[src/rtl/imm_gen_pipe.sv]
// Immediate generator with a two-entry output buffer (main + skid).
// Decodes the immediate format from the opcode/funct3, computes the target
// pc + imm, and hands results downstream over a valid/ready handshake.
// in_ready comes straight from a flop, so there is no combinational path
// from out_ready back to the upstream stage.
module imm_gen_pipe #(
    parameter int XLEN    = 32,
    parameter int SHAMT_W = 5
) (
    input  logic            clk,
    input  logic            rst,
    input  logic            flush,
    input  logic            in_valid,
    output logic            in_ready,
    input  logic [31:0]     inst,
    input  logic [XLEN-1:0] pc,
    output logic            out_valid,
    input  logic            out_ready,
    output logic [XLEN-1:0] imm,
    output logic [2:0]      imm_type,
    output logic [XLEN-1:0] tgt,
    output logic [XLEN-1:0] pc_out
);

    localparam logic [2:0] T_NONE = 3'd0;
    localparam logic [2:0] T_I    = 3'd1;
    localparam logic [2:0] T_S    = 3'd2;
    localparam logic [2:0] T_B    = 3'd3;
    localparam logic [2:0] T_U    = 3'd4;
    localparam logic [2:0] T_J    = 3'd5;
    localparam logic [2:0] T_Z    = 3'd6;
    localparam logic [2:0] T_SH   = 3'd7;

    localparam logic [6:0] OP_LOAD   = 7'b0000011;
    localparam logic [6:0] OP_IMM    = 7'b0010011;
    localparam logic [6:0] OP_IMM32  = 7'b0011011;
    localparam logic [6:0] OP_STORE  = 7'b0100011;
    localparam logic [6:0] OP_BRANCH = 7'b1100011;
    localparam logic [6:0] OP_JALR   = 7'b1100111;
    localparam logic [6:0] OP_JAL    = 7'b1101111;
    localparam logic [6:0] OP_LUI    = 7'b0110111;
    localparam logic [6:0] OP_AUIPC  = 7'b0010111;
    localparam logic [6:0] OP_SYSTEM = 7'b1110011;

    typedef struct packed {
        logic [XLEN-1:0] imm;
        logic [2:0]      typ;
        logic [XLEN-1:0] tgt;
        logic [XLEN-1:0] pc;
    } entry_t;

    logic [6:0]      opcode;
    logic [2:0]      funct3;
    logic [XLEN-1:0] dec_imm;
    logic [2:0]      dec_type;
    entry_t          new_e;

    entry_t main_q, main_d;
    entry_t skid_q, skid_d;
    logic   main_valid_q, main_valid_d;
    logic   skid_valid_q, skid_valid_d;

    logic fire_in;
    logic fire_out;

    assign opcode = inst[6:0];
    assign funct3 = inst[14:12];

    // Format decode: pick the immediate layout and sign/zero-extend to XLEN
    always_comb begin
        dec_imm  = '0;
        dec_type = T_NONE;
        case (opcode)
            OP_LOAD, OP_JALR: begin
                dec_type = T_I;
                dec_imm  = XLEN'($signed(inst[31:20]));
            end
            OP_IMM: begin
                if (funct3 == 3'b001 || funct3 == 3'b101) begin
                    dec_type = T_SH;
                    dec_imm  = XLEN'(inst[20 +: SHAMT_W]);
                end else begin
                    dec_type = T_I;
                    dec_imm  = XLEN'($signed(inst[31:20]));
                end
            end
            OP_IMM32: begin
                // Word-sized shifts only exist on the 64-bit datapath
                if (XLEN == 64) begin
                    if (funct3 == 3'b001 || funct3 == 3'b101) begin
                        dec_type = T_SH;
                        dec_imm  = XLEN'(inst[24:20]);
                    end else begin
                        dec_type = T_I;
                        dec_imm  = XLEN'($signed(inst[31:20]));
                    end
                end
            end
            OP_STORE: begin
                dec_type = T_S;
                dec_imm  = XLEN'($signed({inst[31:25], inst[11:7]}));
            end
            OP_BRANCH: begin
                dec_type = T_B;
                dec_imm  = XLEN'($signed({inst[31], inst[7], inst[30:25], inst[11:8], 1'b0}));
            end
            OP_LUI, OP_AUIPC: begin
                dec_type = T_U;
                dec_imm  = XLEN'($signed({inst[31:12], 12'h000}));
            end
            OP_JAL: begin
                dec_type = T_J;
                dec_imm  = XLEN'($signed({inst[31], inst[19:12], inst[20], inst[30:21], 1'b0}));
            end
            OP_SYSTEM: begin
                if (funct3[2]) begin
                    dec_type = T_Z;
                    dec_imm  = XLEN'(inst[19:15]);
                end else if (funct3 != 3'b000) begin
                    dec_type = T_I;
                    dec_imm  = XLEN'($signed(inst[31:20]));
                end
            end
            default: begin
                dec_imm  = '0;
                dec_type = T_NONE;
            end
        endcase
    end

    // Pack the decoded result into a buffer entry; target wraps modulo 2^XLEN
    always_comb begin
        new_e.imm = dec_imm;
        new_e.typ = dec_type;
        new_e.tgt = pc + dec_imm;
        new_e.pc  = pc;
    end

    assign in_ready  = ~skid_valid_q;
    assign out_valid = main_valid_q;
    assign fire_in   = in_valid & in_ready;
    assign fire_out  = main_valid_q & out_ready;

    // Buffer control: flush wins, then drain skid, then accept into main or skid
    always_comb begin
        main_d       = main_q;
        skid_d       = skid_q;
        main_valid_d = main_valid_q;
        skid_valid_d = skid_valid_q;
        if (flush) begin
            main_valid_d = 1'b0;
            skid_valid_d = 1'b0;
        end else if (skid_valid_q) begin
            // in_ready is low here, so nothing new can arrive this cycle
            if (fire_out) begin
                main_d       = skid_q;
                skid_valid_d = 1'b0;
            end
        end else if (fire_in) begin
            if (!main_valid_q || fire_out) begin
                main_d       = new_e;
                main_valid_d = 1'b1;
            end else begin
                skid_d       = new_e;
                skid_valid_d = 1'b1;
            end
        end else if (fire_out) begin
            main_valid_d = 1'b0;
        end
    end

    // State registers; reset clears valids and data immediately
    always_ff @(posedge clk or posedge rst) begin
        if (rst) begin
            main_q       <= '0;
            skid_q       <= '0;
            main_valid_q <= 1'b0;
            skid_valid_q <= 1'b0;
        end else begin
            main_q       <= main_d;
            skid_q       <= skid_d;
            main_valid_q <= main_valid_d;
            skid_valid_q <= skid_valid_d;
        end
    end

    assign imm      = main_q.imm;
    assign imm_type = main_q.typ;
    assign tgt      = main_q.tgt;
    assign pc_out   = main_q.pc;

endmodule
[config.mk]
export PLATFORM = sky130hd
export DESIGN_NAME = imm_gen_pipe
export DESIGN_NICKNAME = d
export VERILOG_FILES = /design/src/rtl/imm_gen_pipe.sv
export SDC_FILE = /design/constraint.sdc
export NUM_CORES = 1
export LEC_CHECK = 0
export CORE_MARGIN = 5
export CORE_UTILIZATION = 49
export CTS_CLUSTER_SIZE = 10
export DETAILED_ROUTE_END_ITERATION = 7
export MAX_ROUTING_LAYER = met4
export PLACE_DENSITY = 0.77
export SLEW_MARGIN = 10
export SYNTH_ARGS = -nofsm -noshare
export SYNTH_HDL_FRONTEND = slang
export SYNTH_SLANG_ARGS = --single-unit
[constraint.sdc]
create_clock -name clk -period 7.15 [get_ports clk]
set_input_delay 1.43 -clock clk [delete_from_list [all_inputs] [get_ports clk]]
set_output_delay 1.43 -clock clk [all_outputs]
set_load 0.02 [all_outputs]
==> flow_summary.ini <==
[run_status]
status = completed

[clock_network]
postCtsSetupBuffers = 0
h-tree-depth = 4
postCtsHoldBufs = 0
cts_root_buf = clkbuf_16
clock_path_buffers = 2
clk_pin_slew_worst_paths_ns = 0.08
numCtsBuffers = 17
clk_latency_ns = 0.44
cts_sinks = 200
cts_resized = 0
cts_tree = yes

[yosys]
syn_area_um2 = 10500
synth_flop_cell = dfrtp_1
yosysSeqAreaShare_pct = 47.6
synth_cell_types = 50
syn_inst = 1224
yosys_warnings = 0
synth.ff_latch_count = 200
async_reset_ff_share_pct = 100
synth_fp_nets = 1325
synth.avg_cell_area_um2 = 8.59
synth-edff-count = 0

[layout]
syn_to_final_growth_pct = 23.3
fin_nets = 1445
diodes = 0
drive_gt1_share_pct = 5.45

[placement]
dp_hpwl_um = 21000
place.gp.congestion = 0.942
dp_slack_ns = 1.11
portBuffers = 169

[worst_setup_path]
critical_path_class = primary input to register
r2r_setup_slack_ns = 3.57
required_ns = 7.47
r2r_cells = 7
crit_path_max_incr_delay_ns = 0.61
endpoint_kind = register
crit_slowest_cell = clkdlybuf4s50_1
cp.arrival_ns = 6.00
r2r_end = tgt[7]
startpoint_type = primary input
cpMostUsedCell = a21oi_1
worstPathCellList = clkdlybuf4s50_1 > nor2_1 > o21ai_0 > or2_2 > a21oi_1 > a2bb2oi_1 > and2_1 > a21oi_1 > inv_1 > ha_1 > a21oi_1 > o21ai_0 > a211oi_1 > nand2_1 > o211ai_2 > nor3_1 > nor3_1 > mux2i_1 > nand3_1
regToRegStartpoint = skid_valid_q
cp_max_fo = 11

[power]
peakVddDrop_mv = 0.177
p_leak_nw = 6.22
combPwrFrac_pct = 22.0
pwr-share-clk_pct = 32.3
internal_power_mw = 2.15
p_sw_share_pct = 30.8
p_seq_share_pct = 45.7
p_switching_mw = 0.957
power_density_nw_per_um2 = 240

[floorplanning]
die_area_um2 = 24500
die_h_um = 157
start_util_pct = 49.9
pin_count = 170
die_w_um = 157
rows = 53
core_area_um2 = 21100

[sta]
finalWorstSetupSlack_ns = 1.47
drv_slew = 0
worst_pin_slew_ns = 1.03
min_period_ns = 5.68
period_share_pct = 79.4
finClkSkew_ns = 0.00892
relSlewSlack_pct = 31.5
tns_ns = 0
fmax_ghz = 0.176
final_hold_viol_count = 0
rsz0062_at_grt = false
finalSetupViolCount = 0

[drt]
drt_drc_violations_left = 0
firstDrtPassIters = 5
ant_nets = 0
routed_wl_um = 29200
drt-initial-drc-count = 716
vias = 8967
post_drt_via_cell_ratio = 5.49
wl_per_cell_um = 17.9

[min_path]
holdPathStages = 2
hold_start = skid_q[14]
min_to = skid_q[14]
hold_class = register to register

[global_routing]
antenna_found_initial = 0
grt_pass1_vias = 8697
grt_first_pass_wirelength_um = 47500
grt_start_max_net_pins = 112
grt_overflow = 0
grt_usage_pct = 25.1

[flow_run]
drv_cap = 0
## logic make-up after synthesis
logic type | count (synthesis) | share of synthesized area [%]
adders and majority gates | 32 | 3.88
xor gates and xnor gates | 31 | 2.58
muxes | 64 | 6.29
DFF | 200 | 47.6
buffers and inverters | 119 | 4.31
AOI/OAI and AO/OA | 329 | 17.6
and+or+nand+nor | 449 | 17.7
## power by group through the flow
stage          sequential (mW)  clock (mW)  combinational (mW)
2_1_floorplan             1.51           0               0.287
3_3_place_gp              1.43           0               0.676
3_5_place_dp              1.44           0               0.690
4_1_cts                   1.42        1.01               0.693
5_1_grt                   1.44        1.07               0.754
6_report                  1.42        1.00               0.685
## state kept, by name, summed over array words and instances, names as in the netlist
name and flops:
skid_valid_q 1, imm 32, out_valid 1, skid_q 99
imm_type 3, tgt 32, pc_out 32
## layout by cell type (no fill, tap or decap), types with 3 or more instances in the layout
master           instances
nand2_1                307
dfrtp_1                199
clkdlybuf4s50_1        169
o21ai_0                158
a21oi_1                100
nor2_1                  53
mux2i_1                 47
inv_1                   41
ha_1                    31
nand3_1                 28
mux2_2                  17
xor2_1                  17
clkbuf_16               17
a21o_1                  16
xnor2_1                 14
nor3_1                  10
and2_1                  10
and3_1                  10
nand2b_1                 8
o21a_1                   8
nand4_1                  8
buf_4                    8
a31oi_1                  7
nor2b_1                  5
o211ai_1                 5
o21bai_1                 5
a211oi_1                 4
inv_8                    4
a21oi_2                  3
o21ai_1                  3
o211a_1                  3
or3_1                    3
clkinv_4                 3
## how the worst max path moves through the flow
stage	startpoint	end	slack [ns]	cells after the start
floorplan	rst	imm[0]	0.27	1
global placement	inst[2]	tgt[29]	1.20	19
detailed placement	inst[2]	tgt[29]	1.11	19
CTS	inst[2]	tgt[29]	1.56	19
global route	inst[2]	tgt[29]	0.98	19
finish	inst[2]	tgt[29]	1.47	19
## synthesized netlist by cell type, types with 10 or more instances
master    instances  share of area [%]
mux2i_1          47                4.5
ha_1             31                3.7
a21o_1           16                1.1
xnor2_1          14                1.2
nor3_1           11               0.52
dfrtp_1         200                 48
nand2_1         307                 11
o21ai_0         158                7.5
xor2_1           17                1.4
mux2_2           17                1.8
and2_1           10               0.59
inv_1            42                1.5
nor2_1           53                1.9
and3_1           10               0.59
clkbuf_1         64                2.3
nand3_1          28                1.3
a21oi_1         100                4.8
## worst max-delay path: cells and delay by family
family / cells / cell delay, ns
and+or+nand+nor: 7 / 1.52
buffers and inverters: 2 / 0.70
AOI/OAI and AO/OA: 8 / 1.84
adders and majority gates: 1 / 0.28
muxes: 1 / 0.23
## through the flow
step,power (mW),instance area (um^2),hold slack [ns],util [%],std cells
floorplan,1.80,10500,0.442,-,1224
global placement,2.11,12400,0.455,58.6,1600
detailed placement,2.13,12400,0.462,58.6,1600
CTS,3.12,13000,0.479,61.5,1632
global route,3.26,13000,0.496,61.5,1632
finish,3.11,13000,0.476,61.5,1632
## layout make-up
class | instances | area, um^2
Sequential cell | 200 | 5010
Timing Repair Buffer | 177 | 1750
Inverter | 43 | 169
Tap cell | 275 | 344
Fill cell | 1817 | 8120
Clock buffer | 19 | 443
Multi-Input combinational cell | 905 | 5090
Clock inverter | 13 | 164
## per-layer routing
metal	track usage, %	vias up	share of wire [%]
li1	-	4392	-
met1	35.1	4300	47
met2	39.1	244	48
met3	3.84	31	4.4
met4	5.54	0	1.4
met5	-	-	0
No activity file was read; power rests on OpenSTA's default activity.
==> RTL edit 1 (same flow settings) <==
Set the parameter `SHAMT_W` to 6 (it was 5).
--- a/src/rtl/imm_gen_pipe.sv
+++ b/src/rtl/imm_gen_pipe.sv
@@ -6,5 +6,5 @@
 module imm_gen_pipe #(
     parameter int XLEN    = 32,
-    parameter int SHAMT_W = 5
+    parameter int SHAMT_W = 6
 ) (
     input  logic            clk,
Check against the original RTL: not equivalent (Yosys sat finds a counterexample within 4 cycles, from zero or initial values and one cycle with rst high).
==> RTL edit 1 against the unedited design <==
- synthesized area is 1.6% lower
- wire length is 3.0% higher
- power is 0.46% lower
- setup slack worse by 210 ps
- die area is 1.5% lower
- sequential share of layout area is 0.50 points higher
- sequential cell count stayed put
- register-to-register slack worse by 140 ps
- design area is 1.3% lower
- critical endpoint unchanged
- largest cell class is now sequential cells
- largest power group unchanged
==> RTL edit 1: results <==
[synth]
ys_types = 65
seq_area_frac_synth = 0.484
synth_ff_type = dfrtp_1
syn_inst = 1210
synthTopCellsByArea = dfrtp_1 (48%), nand2_1 (12%), o21ai_0 (6.6%)
yosysWarningCount = 0
synth_common_cells = nand2_1 (324), dfrtp_1 (200), o21ai_0 (137), a21oi_1 (102), nor2_1 (69)
syn_nets = 1311
synthArstFlopShare = 1.00

[global_route]
grt_max_degree = 97
grt_pass1_wl_mm = 47.4
track_usage = 0.256
grt_pass1_vias = 8684

[critical_path]
worstReg2RegEnd = tgt[24]
cp.arrival_ps = 6250
cp_top_family = compound AO/OA/AOI/OAI gates
cp_max_fo = 8
slowest_delay_ps = 600
r2r_setup_slack_ps = 3430

[placed_design]
placed_cell_area_um2 = 12200
routabilityCongestion = 0.972
portBuffers = 169
dp_slack_ps = 941
hpwl_mm = 21.6

[power_and_ir_drop]
p_sw_uw = 1000
power_density_nw_per_um2 = 242
leakage_uw = 0.00614
combinationalPowerShare = 0.223
ir_drop_v = 0.000152
clk-power_uw = 976
p_total_uw = 3090

[finish]
clk_share = 0.0468
drive_gt1_frac = 0.0496
multiInputGateArea_um2 = 4900
inv_count = 49
final_cells = 1626
final-nonclk-buf-share = 0.137
nMultiInputCombCells = 892
largest_register_ffs = 99
nets = 1439
fillCellCount = 1787
signal_buffers = 178
largest_register = skid_q

[cts]
ctsResizeCount = 0
clock_latency_ps = 440
cts_buffers = 17
clkSinkCount = 200
h-tree-depth = 4

[sta]
tightest_slew_ps = 1010
whs_ps = 478
clock_skew_ps = 8.10

[min_path]
worstHoldEndpoint = skid_q[15]
hp-class = reg2reg
holdPathStages = 2
min_from = skid_q[15]

[route]
vias = 9026
drt_iter0_markers = 562
totalWireLength_mm = 30.1
dr.pass1.iters = 7

[status]
run_status = completed
-- RTL edit 1: worst max path at each step --
| stage | depth (start not counted) | start | endpoint | slack (ps) |
|---|---|---|---|---|
| after floorplan | 1 | rst | imm[0] | 270 |
| after global placement | 17 | inst[3] | tgt[29] | 960 |
| after detailed placement | 17 | inst[3] | tgt[29] | 940 |
| after CTS | 17 | inst[3] | tgt[29] | 1340 |
| after global routing | 17 | inst[3] | tgt[29] | 950 |
| final | 17 | inst[3] | tgt[29] | 1260 |
-- RTL edit 1: routing by layer --
layer  routed length, um  up-vias  GRT usage
met5                   0        -          -
met4                 866        0     0.0846
met3                2060       51     0.0490
met2               14100      330      0.398
met1               13100     4290      0.340
li1                    -     4355          -
-- RTL edit 1: cells by family after synthesis --
group | count (synthesis) | share of synthesized area
fa+ha+maj | 32 | 0.0394
simple gates | 446 | 0.175
mux | 39 | 0.0377
compound gates | 344 | 0.192
flops | 200 | 0.484
xor+xnor | 31 | 0.0262
buf+inv | 118 | 0.0463
==> RTL edit 2 (config.mk and constraints unchanged) <==
Without the edit above. Reset style: synchronous (`rst`), changed in one clocked block.
--- a/src/rtl/imm_gen_pipe.sv
+++ b/src/rtl/imm_gen_pipe.sv
@@ -171,5 +171,5 @@
 
     // State registers; reset clears valids and data immediately
-    always_ff @(posedge clk or posedge rst) begin
+    always_ff @(posedge clk) begin
         if (rst) begin
             main_q       <= '0;
Behaviour: differs if rst is asserted again (counterexample within 4 cycles, from zero or initial values and one cycle with rst high); with rst held inactive, the same outputs for 4 cycles.
==> RTL edit 2 against the unedited design <==
- setup slack improved by 200 ps
- synthesized area decreased by 3.2%
- die area down 3.0%
- sequential power down 18%
- sequential cell count is the same
- wire length grew 2.6%
- critical path type unchanged
- design area down 4.0%
- non-clock buffer count is the same
- power shrank 20%
==> RTL edit 2: results <==
[status]
run_status = completed

[global_route]
grt_max_degree = 103
antenna_found_initial = 1
grt_pass1_wl_mm = 48.2
track_usage = 0.255
grt_pass1_vias = 8961

[sta]
post-route-period-util = 0.767
clock_skew_ps = 9.91

[critical_path]
worstReg2RegEnd = tgt[17]
timing.rr.start = skid_valid_q
cp.arrival_ps = 5800
worstRegToRegCells = 6
slowest_delay_ps = 860
critical_path.endpoint = tgt[30]
crit_path_top_delay_cell = nor3b_1

[finish]
nets = 1508
drive_gt1_frac = 0.0507
fillCellCount = 1798

[power_and_ir_drop]
ir_drop_v = 0.000133
leakage_uw = 0.00468

[placed_design]
hpwl_mm = 20.9
dp_slack_ps = 1300
routabilityCongestion = 0.973

[synth]
synthArstFlopShare = 0
ys_types = 72
seq_area_frac_synth = 0.394
muxShareOfSynthArea = 0.0423
synthXorXnorAreaFrac = 0.0224
synth-adder-area-share = 0.0401

[route]
vias = 9604
totalWireLength_mm = 30.0
==> RTL edit 2: cell count changes after synthesis, sizes merged, moves of 62 or more <==
cell,delta
a21oi,+63
dfrtp,-200
dfxtp,+200
nand2,-62
nor2,+81
o21ai,-89
==> RTL edit 2: layout make-up <==
class	instances	area (um2)	area share
clock inverter	14	143	0.0115
tap	270	338	0.0271
multi-input combinational	973	5630	0.452
timing repair buffer	177	1750	0.141
clock buffer	18	439	0.0353
sequential	200	4010	0.322
inverter	38	143	0.0115
antenna	1	2.50	0.000201
==> RTL edit 2: how the worst min path moves through the flow <==
| stage | from | to | slack [ps] | cells after the start |
|---|---|---|---|---|
| floorplan | skid_q[36] | skid_q[36] | 440 | 2 |
| global placement | imm[18] | imm[18] | 440 | 2 |
| detailed placement | imm_type[2] | imm_type[2] | 450 | 2 |
| CTS | imm_type[2] | imm_type[2] | 450 | 2 |
| global route | skid_q[0] | skid_q[0] | 470 | 2 |
| finish | imm[22] | imm[22] | 450 | 2 |
==> RTL edit 2: logic make-up (layout without fill, tap and decap cells) <==
logic type / after synthesis / after routing
AO/OA/AOI/OAI: 393 / 393
XOR/XNOR: 26 / 26
adder cells (fa/ha/maj): 32 / 32
buffers and inverters: 139 / 247
flip-flops: 200 / 200
multiplexers: 43 / 43
other: 0 / 1
AND/OR/NAND/NOR: 479 / 479
==> RTL edit 2: per-stage QoR <==
stage	utilization	std cells
after floorplan	-	1312
after global placement	0.583	1658
after detailed placement	0.583	1658
after CTS	0.611	1690
after global routing	0.611	1691
final	0.611	1691
==> RTL edit 2: per-layer routing <==
metal	vias up	GRT usage	share of wire
met4	0	0.0702	0.016
met2	317	0.390	0.46
li1	4771	-	-
met5	-	-	0
met3	31	0.0422	0.066
met1	4485	0.352	0.46
==> RTL edit 2: worst min-delay path: cells and delay by family (launching register included) <==
family	cells	cell delay (ps)
AND/OR/NAND/NOR	1	50
AO/OA/AOI/OAI	1	50
flip-flops	1	310
==> RTL edit 2: power by group <==
| part | switching [uW] | leakage (uW) | internal (uW) |
|---|---|---|---|
| registers | 20.4 | 0.00163 | 1150 |
| clock network | 480 | 0.000290 | 479 |
| logic | 215 | 0.00276 | 153 |
